File: config.mk
export PLATFORM = sky130hd
export DESIGN_NAME = spiker_result_collector_flat
export DESIGN_NICKNAME = d
export VERILOG_FILES = /design/src/rtl/spiker_result_collector_if.sv /design/src/rtl/spiker_result_collector.sv /design/src/flat_wrapper.sv
export SDC_FILE = /design/constraint.sdc
export NUM_CORES = 1
export LEC_CHECK = 0
export CAP_MARGIN = 40
export CORE_AREA = 3 3 322 324
export DETAILED_ROUTE_END_ITERATION = 6
export DIE_AREA = 0 0 325 327
export MAX_ROUTING_LAYER = met4
export PLACE_DENSITY = 0.65
export SLEW_MARGIN = 10
export SYNTH_ARGS = -nofsm -noshare
export SYNTH_HDL_FRONTEND = slang
export SYNTH_SLANG_ARGS = --single-unit
File: constraint.sdc
create_clock -name clk_i -period 11.4 [get_ports clk_i]
set_input_delay 1.14 -clock clk_i [delete_from_list [all_inputs] [get_ports clk_i]]
set_output_delay 1.14 -clock clk_i [all_outputs]
set_load 0.05 [all_outputs]
File: src/rtl/spiker_result_collector_if.sv
// Spike word handshake bundle between the spiking core (master) and the result collector (slave).
// Transfer happens on a clock edge where spike_valid_i and spike_ready_o are both high.
interface spiker_result_collector_if #(
    parameter int WIDTH = 32
) ();
    logic             spike_valid_i;
    logic [WIDTH-1:0] spike_data_i;
    logic             spike_ready_o;

    modport master (
        output spike_valid_i,
        output spike_data_i,
        input  spike_ready_o
    );

    modport slave (
        input  spike_valid_i,
        input  spike_data_i,
        output spike_ready_o
    );
endinterface

File: src/rtl/spiker_result_collector.sv
// Purpose: packs N_REG serial spike words into one frame and strobes sample_o; optional popcount via SPIKER_COLLECT_POPCOUNT_EN.
// Latency: sample_o rises the cycle after the last accepted word (frame >= N_REG+1 cycles).
// Backpressure: spike_ready_o is high only in COLLECT; words offered while idle are dropped and flagged.
module spiker_result_collector #(
    parameter int WIDTH      = 32,
    parameter int N_REG      = 24,
    parameter int DATA_WIDTH = 768,
    localparam int CNT_W     = $clog2(DATA_WIDTH + 1)
) (
    input  logic                  clk_i,
    input  logic                  rst_ni,
    input  logic                  test_mode_i,
    input  logic                  start_i,
    spiker_result_collector_if.slave spike,
    output logic [DATA_WIDTH-1:0] data_o,
    output logic                  sample_o,
    output logic                  busy_o,
    output logic                  done_o,
    output logic                  overflow_o,
    output logic [CNT_W-1:0]      spike_count_o
);
    localparam int IDX_W = (N_REG > 1) ? $clog2(N_REG) : 1;
    localparam logic [IDX_W-1:0] LAST_IDX = IDX_W'(N_REG - 1);

    if (DATA_WIDTH != N_REG * WIDTH) begin : g_width_check
        $error("spiker_result_collector: DATA_WIDTH must equal N_REG*WIDTH");
    end

    typedef enum logic [1:0] {
        IDLE    = 2'd0,
        COLLECT = 2'd1,
        PUBLISH = 2'd2
    } state_t;

    state_t           state;
    logic [IDX_W-1:0] idx;
    logic             hs;

    logic unused_test_mode;
    assign unused_test_mode = test_mode_i;

    assign spike.spike_ready_o = (state == COLLECT);
    assign hs       = spike.spike_valid_i && (state == COLLECT);
    assign sample_o = (state == PUBLISH);
    assign busy_o   = (state != IDLE);

    always_ff @(posedge clk_i or negedge rst_ni) begin
        if (!rst_ni) begin
            state      <= IDLE;
            idx        <= '0;
            data_o     <= '0;
            done_o     <= 1'b0;
            overflow_o <= 1'b0;
        end else begin
            case (state)
                IDLE: begin
                    if (start_i) begin
                        state      <= COLLECT;
                        idx        <= '0;
                        done_o     <= 1'b0;
                        overflow_o <= 1'b0;
                    end else if (spike.spike_valid_i) begin
                        overflow_o <= 1'b1;
                    end
                end
                COLLECT: begin
                    // A restart wins over a word arriving in the same cycle.
                    if (start_i) begin
                        idx <= '0;
                    end else if (hs) begin
                        data_o[int'(idx)*WIDTH +: WIDTH] <= spike.spike_data_i;
                        if (idx == LAST_IDX) begin
                            state <= PUBLISH;
                        end else begin
                            idx <= idx + 1'b1;
                        end
                    end
                end
                PUBLISH: begin
                    state  <= IDLE;
                    done_o <= 1'b1;
                end
                default: state <= IDLE;
            endcase
        end
    end

`ifdef SPIKER_COLLECT_POPCOUNT_EN
    logic [CNT_W-1:0] count_q;

    always_ff @(posedge clk_i or negedge rst_ni) begin
        if (!rst_ni) begin
            count_q <= '0;
        end else if (start_i && (state != PUBLISH)) begin
            count_q <= '0;
        end else if (hs) begin
            count_q <= count_q + CNT_W'($countones(spike.spike_data_i));
        end
    end

    assign spike_count_o = count_q;
`else
    assign spike_count_o = '0;
`endif

endmodule
File: src/flat_wrapper.sv
// flat-port wrapper written by rule: the top's interface ports become plain ports
module spiker_result_collector_flat 
#(
    parameter int WIDTH      = 32,
    parameter int N_REG      = 24,
    parameter int DATA_WIDTH = 768,
    localparam int CNT_W     = $clog2(DATA_WIDTH + 1)
)
  (clk_i, rst_ni, test_mode_i, start_i, data_o, sample_o, busy_o, done_o, overflow_o, spike_count_o, spike_spike_valid_i, spike_spike_data_i, spike_spike_ready_o);
  spiker_result_collector_if #(.WIDTH(WIDTH)) spike_i ();
  input  logic clk_i;
  input  logic rst_ni;
  input  logic test_mode_i;
  input  logic start_i;
  output logic [DATA_WIDTH-1:0] data_o;
  output logic sample_o;
  output logic busy_o;
  output logic done_o;
  output logic overflow_o;
  output logic [CNT_W-1:0] spike_count_o;
  input wire logic [$bits(spike_i.spike_valid_i)-1:0] spike_spike_valid_i;
  input wire logic [$bits(spike_i.spike_data_i)-1:0] spike_spike_data_i;
  output wire logic [$bits(spike_i.spike_ready_o)-1:0] spike_spike_ready_o;
  assign spike_i.spike_valid_i = spike_spike_valid_i;
  assign spike_i.spike_data_i = spike_spike_data_i;
  assign spike_spike_ready_o = spike_i.spike_ready_o;
  spiker_result_collector #(.WIDTH(WIDTH), .N_REG(N_REG), .DATA_WIDTH(DATA_WIDTH)) u_core (.clk_i(clk_i), .rst_ni(rst_ni), .test_mode_i(test_mode_i), .start_i(start_i), .spike(spike_i), .data_o(data_o), .sample_o(sample_o), .busy_o(busy_o), .done_o(done_o), .overflow_o(overflow_o), .spike_count_o(spike_count_o));
endmodule
**Word-level counts from Yosys, hierarchy flattened**

Cells that the tools add are included.

- Bits in registers: 777
- Bits of input ports: 37
- Output and inout bits: 783
- Word-level logic and storage cells: 45

- Add/subtract/negate cells: 2
- Equality and inequality tests: 9
- Shift-type cells: 2
- Mux-type cells: 15
- Bitwise gates (word level): 1
- Reductions and logical operators: 11

Operators with widths:

| kind | number |
|---|---|
| $bwmux W768 | 1 |
| $shift A32 B33 Y768 const A | 1 |
| $shiftx A32 B33 Y768 | 1 |
| $neg A10 Y33 | 1 |
| $mux W5 | 4 |
| $pmux W5 S2 | 1 |
| $mux W2 | 4 |
| $reduce_and A4 Y1 | 2 |
| $reduce_bool A2 Y1 | 4 |
| $add A5 B1 Y5 const B | 1 |
| $eq A5 B5 Y1 const B | 1 |
| $ne A2 B1 Y1 const B | 2 |
| $ne A2 B2 Y1 const B | 2 |
| $pmux W2 S2 | 1 |
| $reduce_and A2 Y1 | 2 |
| $mux W1 | 3 |
| $ne A3 B2 Y1 const B | 1 |
| $ne A3 B3 Y1 const B | 1 |
| $reduce_and A3 Y1 | 1 |
| $eq A2 B1 Y1 const B | 1 |
| $eq A2 B2 Y1 const B | 1 |
| $logic_not A2 Y1 | 1 |
| $pmux W1 S2 | 1 |
| $logic_and A1 B1 Y1 | 1 |
| $not A1 Y1 | 1 |

**Logic depth before layout (Yosys ltp)**

Gate-level depths: netlist of run 1.

- Word-level depth: 5
- Gate-level depth with buffers: 15
- Gate-level depth less buffers: 9

**Worst setup path before layout of run 1**

No wires, ideal clock.

- Path kind: register to register
- Start: reg u_core.idx[0]
- End: reg u_core.data_o[343]
- Arrival time: 3.961 ns
- Required time: 11.275 ns
- Setup slack: 7.315 ns
- Stages on the path, launching flop included: 15
- Clock period less this slack: 4.085 ns
- Cells stage by stage: dfrtp_1 > clkbuf_1 > clkbuf_1 > clkbuf_1 > inv_1 > ha_1 > nor2b_1 > nor2b_1 > ha_1 > clkbuf_1 > nor2b_1 > nand2_1 > a211oi_1 > clkbuf_1 > mux2_2

- Cells in the longest elaborated chain, start to end: 3

RTL lines:

| what | RTL line | source |
|---|---|---|
| start, declared | spiker_result_collector.sv:36 | `logic [IDX_W-1:0] idx;` |
| start signal, assigned | spiker_result_collector.sv:75 | `idx <= idx + 1'b1;` |
| $neg A10 Y33 * | spiker_result_collector.sv:71 | `data_o[int'(idx)*WIDTH +: WIDTH] <= spike.spike_data_i;` |
| $shiftx A32 B33 Y768 / $shift A32 B33 Y768 (equally long branches) | spiker_result_collector.sv:71 |  |
| $bwmux W768 * | spiker_result_collector.sv:71 |  |
| end signal, assigned by index | spiker_result_collector.sv:71 |  |
| end, declared | spiker_result_collector.sv:15 | `output logic [DATA_WIDTH-1:0] data_o,` |

Mark *: on every way between the ends. The rest lies on a longest branch, timed or not.
A chain may end at the register's enable or synchronous reset.

**Final worst setup path of run 1**

- Start: reg u_core.idx[1]
- End: reg u_core.data_o[79]

The elaborated chain is that of the path after synthesis.

==> results.json, run 1 <==
{
  "ys_seq_elements": 777,
  "rsz0062_at_grt": "no",
  "power.density_nw_per_um2": 150,
  "setup_viol": 0,
  "async_reset_ff_frac": 1.00,
  "die-area_um2": 106000,
  "power_leakage_nw": 20.7,
  "ctsResizeCount": 0,
  "row_count": 117,
  "path_max_fanout": 19,
  "dp.cells": 4356,
  "routedWlPerCell_um": 28.4,
  "wirelength_um": 129000,
  "syn2layout_area_growth_pct": 41.7,
  "tritoncts": "yes",
  "layout.cells.non_filler": 4528,
  "drive_gt1_frac": 0.294,
  "synth_edf_count": 0,
  "period_share": 0.399,
  "required_ns": 11.94,
  "min_path_type": "primary input to asynchronous set/reset pin",
  "drc_errors": 0,
  "worst_setup_path_end_kind": "register",
  "grt_first_pass_wirelength_um": 179000,
  "grt_max_degree": 161,
  "synth_flop_cell": "dfrtp_1",
  "seq_area_frac_synth": 0.621,
  "dp_hpwl_um": 86500,
  "cts_setup_buffers": 0,
  "syn_inst": 2272,
  "slew_violations": 0,
  "grtUsageTotal": 0.243,
  "cts_sinks": 777,
  "r2r_cells": 11,
  "max_freq_ghz": 0.220,
  "cts.clk_slew.worst_paths_ns": 0.06,
  "core_area_um2": 101000,
  "final-hold-violation-count": 0,
  "antenna_found_initial": 20,
  "clk_latency_ns": 0.68,
  "drt_pass1_iterations": 5,
  "drtIter0Drc": 1284,
  "yosysWarnings": 0,
  "cts_hold_buf": 0,
  "maxCapViolCount": 0,
  "clockBufferDepth": 3,
  "vias": 22300,
  "grt_pass1_vias": 22500,
  "h-tree-depth": 3,
  "overflow": 0,
  "die_h_um": 327,
  "initial_core_util": 0.309,
  "status": "finished, final reports clean",
  "die_x_um": 325,
  "cts_buffers": 88,
  "routabilityCongestion": 0.801,
  "slew_headroom": 0.372,
  "drt-vias-per-instance": 4.93,
  "finClkSkew_ns": 0.0282,
  "fillers": 9434,
  "tightestPinTransition_ns": 0.941,
  "period_needed_ns": 4.55,
  "nets": 3119,
  "startpoint_type": "register",
  "fin_setup_tns_ns": 0,
  "multi_input_area_um2": 11200,
  "critPathKind": "register to register",
  "synth.avg_cell_area_um2": 13.8,
  "vdd_drop_max_uv": 136,
  "register_area_um2": 19400,
  "ant_nets": 0,
  "syn_area_um2": 31300,
  "synth_cell_types": 49,
  "port_buffers": 808,
  "ios": 820,
  "utilization": 0.437,
  "arrival_ns": 5.09,
  "cts-root-buf": "clkbuf_16"
}
-- metrics by stage --
stage                     cell area, um2  total power [mW]  setup slack, ns  hold slack, ns
final                              44400              6.63             6.85           0.479
after CTS                          44300              6.73             6.76           0.474
after floorplan                    31400              3.34             7.31           0.595
after global placement             41000              3.74             6.41           0.459
after detailed placement           41300              3.76             6.79           0.468
after global routing               44300              6.86             6.52           0.506
-- layout make-up --
cell class              instances  area share
diodes                         14    0.000790
inverters                      27     0.00228
well taps                    1368      0.0386
multi-input cells            1298       0.253
clock buffers                 127      0.0577
repair buffers                887       0.200
flip-flops and latches        777       0.438
clock inverters                30     0.00947
-- cell usage after synthesis, types with 5 or more instances --
cell      instances  area, um2
dfrtp_1         777      19400
mux2_2          654       7360
o21ai_0         115        576
clkbuf_1        110        413
nor2_1          100        375
and3_1           99        619
nand2_1          94        353
o31ai_1          48        360
buf_2            45        225
and2_1           30        188
inv_1            27        101
nand3_1          21        105
mux2_1           15        169
mux2i_1          15        150
buf_4            13       97.6
nor3_1           13       65.1
nor2b_1           9       56.3
buf_1             8       30.0
nand2b_1          6       37.5
or2_2             6       37.5
o22ai_1           5       31.3
or3_1             5       31.3
-- worst max-delay path, stage by stage, from the launching register on --
cell and delay [ns]:
dfrtp_1 0.59, inv_1 0.09, ha_2 0.29, nor2b_1 0.22
nor2b_1 0.20, ha_1 0.29, buf_4 0.32, nor2b_1 0.55
nand3_1 0.57, or2_2 0.73, buf_16 0.27, mux2_2 0.28
-- where the power goes --
group | leakage (nW) | switching, mW | internal [mW]
clock | 1.45 | 1.21 | 1.73
sequential | 10.7 | 0.0370 | 2.83
combinational | 8.56 | 0.606 | 0.230
total | 20.7 | 1.85 | 4.78
-- logic make-up (layout without fill, tap and decap cells) --
| logic type | after synthesis | after routing | share of synthesized area |
|---|---|---|---|
| fa+ha+maj | 3 | 3 | 0.00120 |
| xor+xnor | 5 | 5 | 0.00140 |
| simple gates | 409 | 409 | 0.0679 |
| mux | 684 | 684 | 0.245 |
| flops | 777 | 777 | 0.621 |
| buf+inv | 206 | 1071 | 0.0282 |
| other cells | 1 | 24 | 0.000120 |
| compound gates | 187 | 187 | 0.0351 |
-- layout by cell type (no fill, tap or decap), drive strengths merged, types with 48 or more instances in the layout --
cell           count
and3              99
buf               94
clkbuf           127
clkdlybuf4s50    793
dfrtp            777
mux2             669
nand2             94
nor2             100
o21ai            115
o31ai             48
-- worst paths after layout --
kind	startpoint	to	slack, ns
worst max-delay path	u_core.idx[1]	u_core.data_o[79]	6.85
worst min-delay path	rst_ni	u_core.data_o[342]	0.48
worst max register to register	u_core.idx[1]	u_core.data_o[79]	6.85
worst min register to register	u_core.data_o[630]	u_core.data_o[630]	0.48
min in group clk_i	u_core.data_o[630]	u_core.data_o[630]	0.48
max in group asynchronous	rst_ni	u_core.data_o[685]	8.86
-- registers in the layout (all words and copies together), names as in the netlist --
| name | flops |
|---|---|
| u_core.done_o | 1 |
| u_core.idx | 5 |
| u_core.state | 2 |
| u_core.overflow_o | 1 |
| u_core.data_o | 768 |
-- layer usage --
metal / GRT usage / vias up / part of all wire
met1: 0.290 / 11800 / 0.40
met2: 0.407 / 750 / 0.50
met4: 0.0759 / 0 / 0.030
li1: - / 9600 / -
met5: - / - / 0
met3: 0.0586 / 177 / 0.070
(Power assumes the default switching activity.)
==> run 2, diff against run 1 <==
--- a/config.mk
+++ b/config.mk
@@ -10,7 +10,7 @@
 export DETAILED_ROUTE_END_ITERATION = 6
 export DIE_AREA = 0 0 325 327
 export MAX_ROUTING_LAYER = met4
-export PLACE_DENSITY = 0.65
+export PLACE_DENSITY = 0.67
 export SLEW_MARGIN = 10
 export SYNTH_ARGS = -nofsm -noshare
 export SYNTH_HDL_FRONTEND = slang
==> constraint.sdc (replaced) <==
create_clock -name clk_i -period 4 [get_ports clk_i]
set_input_delay 0.4 -clock clk_i [delete_from_list [all_inputs] [get_ports clk_i]]
set_output_delay 0.4 -clock clk_i [all_outputs]
set_load 0.05 [all_outputs]
==> results.json, run 2 (synthesized netlist as in run 1, its figures left out) <==
{
  "syn2layout_area_growth_pct": 42.6,
  "drt-vias-per-instance": 4.93,
  "drc_errors": 0,
  "largestRegisters": "u_core.data_o (768), u_core.idx (5), u_core.state (2)",
  "drive_gt1_frac": 0.299,
  "power.density_nw_per_um2": 426,
  "dp.cells": 4382,
  "final_cell_mix": "clkdlybuf4s50_1 (793), dfrtp_1 (776), mux2_2 (654)",
  "r2r_slack_ns": 0.49,
  "grt_max_degree": 89,
  "period_share": 0.879,
  "max_stage_delay_ns": 0.60,
  "grtUsageTotal": 0.243,
  "worst_setup_path_end_kind": "register",
  "slew_violations": 0,
  "finalPower_mw": 19.0,
  "cts-root-buf": "clkbuf_16",
  "timing.final.ws_setup_ns": 0.486,
  "ios": 820,
  "holdWs_ns": 0.252,
  "dp_hpwl_um": 89600,
  "path_max_fanout": 32,
  "port_buffers": 808,
  "vdd_drop_max_uv": 388,
  "cts.clk_slew.worst_paths_ns": 0.06,
  "startpoint_type": "register",
  "ant_nets": 0,
  "cts_sinks": 777,
  "required_ns": 4.52,
  "worstPathCellList": "inv_1 -> ha_2 -> nor2b_1 -> nor2b_1 -> ha_1 -> nor2b_1 -> nand2_1 -> or4_2 -> buf_4 -> mux2_1",
  "cpMostUsedCell": "nor2b_1",
  "rsz0062_at_grt": "no",
  "clk_latency_ns": 0.65,
  "die-area_um2": 106000,
  "drtIter0Drc": 1568,
  "layout.cells.non_filler": 4545,
  "cp.buffers_inverters": 2,
  "mostFrequentLayoutCell": "clkdlybuf4s50_1",
  "antenna_found_initial": 20,
  "r2r-end": "u_core.data_o[236]",
  "status": "finished, final reports clean",
  "die_x_um": 325,
  "drt_pass1_iterations": 5,
  "hp-start": "spike_spike_data_i[13]",
  "power_leakage_nw": 20.9,
  "routabilityCongestion": 0.849,
  "core_area_um2": 101000,
  "top_register": "u_core.data_o",
  "critPathKind": "register to register",
  "cpLargestDelayFamily": "simple AND/OR/NAND/NOR gates",
  "die_h_um": 327,
  "h-tree-depth": 3,
  "min_to": "u_core.data_o[77]",
  "ctsResizeCount": 0,
  "min_path_type": "primary input to register",
  "final-hold-violation-count": 0,
  "clockBufferDepth": 3,
  "nets": 3145,
  "crit_path_start": "u_core.idx[0]",
  "r2r_cells": 10,
  "grt_first_pass_wirelength_um": 179000,
  "period_needed_ns": 3.51,
  "maxCapViolCount": 0,
  "dpl_worst_slack_ns": 0.497,
  "row_count": 117,
  "largest_reg_flops": 768,
  "arrival_ns": 4.04,
  "cp_slowest_cell": "or4_2",
  "finClkSkew_ns": 0.0216,
  "wirelength_um": 128000,
  "overflow": 0,
  "min_path_cells": 3,
  "tightestPinTransition_ns": 0.897,
  "setup_viol": 0,
  "grt_pass1_vias": 23000,
  "r2r-start": "u_core.idx[0]",
  "vias": 22400,
  "slew_headroom": 0.402,
  "cts_buffers": 88,
  "routedWlPerCell_um": 28.3,
  "tritoncts": "yes",
  "initial_core_util": 0.309,
  "max_freq_ghz": 0.285
}
run 2: cell count changes in the layout (fill, tap and decap cells not counted), sizes merged, moves of 4 or more:
cell and delta:
buf +25, diode -6, bufinv +4, clkbuf -4
clkinv -4
run 2: layout make-up:
cell class	count	area, um2
Clock inverter	31	480
Timing Repair Buffer	913	9130
Sequential cell	777	19400
Multi-Input combinational cell	1298	11200
Inverter	27	101
Antenna cell	8	20.0
Tap cell	1368	1710
Fill cell	9257	56800
Clock buffer	123	2530
run 2: worst register-to-register path, delay by kind of cell, from the launching register on:
kind / cells / cell delay, ns
multiplexers: 1 / 0.43
adder cells (fa/ha/maj): 2 / 0.31
AND/OR/NAND/NOR: 5 / 1.86
buffers and inverters: 2 / 0.36
flip-flops: 1 / 0.40
run 2: power breakdown:
part	leakage, nW	internal, mW	total (mW)	switching (mW)
registers	10.7	8.06	8.15	0.0979
clock network	1.46	5.11	8.44	3.33
logic	8.73	0.663	2.42	1.76
total	20.9	13.8	19.0	5.18
run 2: timing repair:
action                    4_1_cts  5_1_grt
hold buffers                    1        0
setup buffers                   0        0
hold endpoints to repair       64        0
run 2: metal layers:
metal,vias up,share of wire,track usage
li1,9648,-,-
met1,11700,0.41,0.295
met2,827,0.49,0.395
met3,187,0.069,0.0632
met4,0,0.035,0.0791
met5,-,0,-
run 2: worst max-delay path by stage:
stage,to,slack [ns],cells past startpoint
floorplan,u_core.data_o[168],-0.004,15
global placement,u_core.data_o[168],0.37,9
detailed placement,u_core.data_o[236],0.50,10
CTS,u_core.data_o[236],0.48,10
global route,u_core.data_o[236],0.31,10
finish,u_core.data_o[236],0.49,10
run 2: per-stage QoR:
step / cell area (um2) / TNS, ns / util
finish: 44700 / 0 / 0.440
global route: 44600 / 0 / 0.440
CTS: 44600 / 0 / 0.440
detailed placement: 41600 / 0 / 0.410
global placement: 41400 / 0 / 0.408
floorplan: 31400 / -0.0111 / -
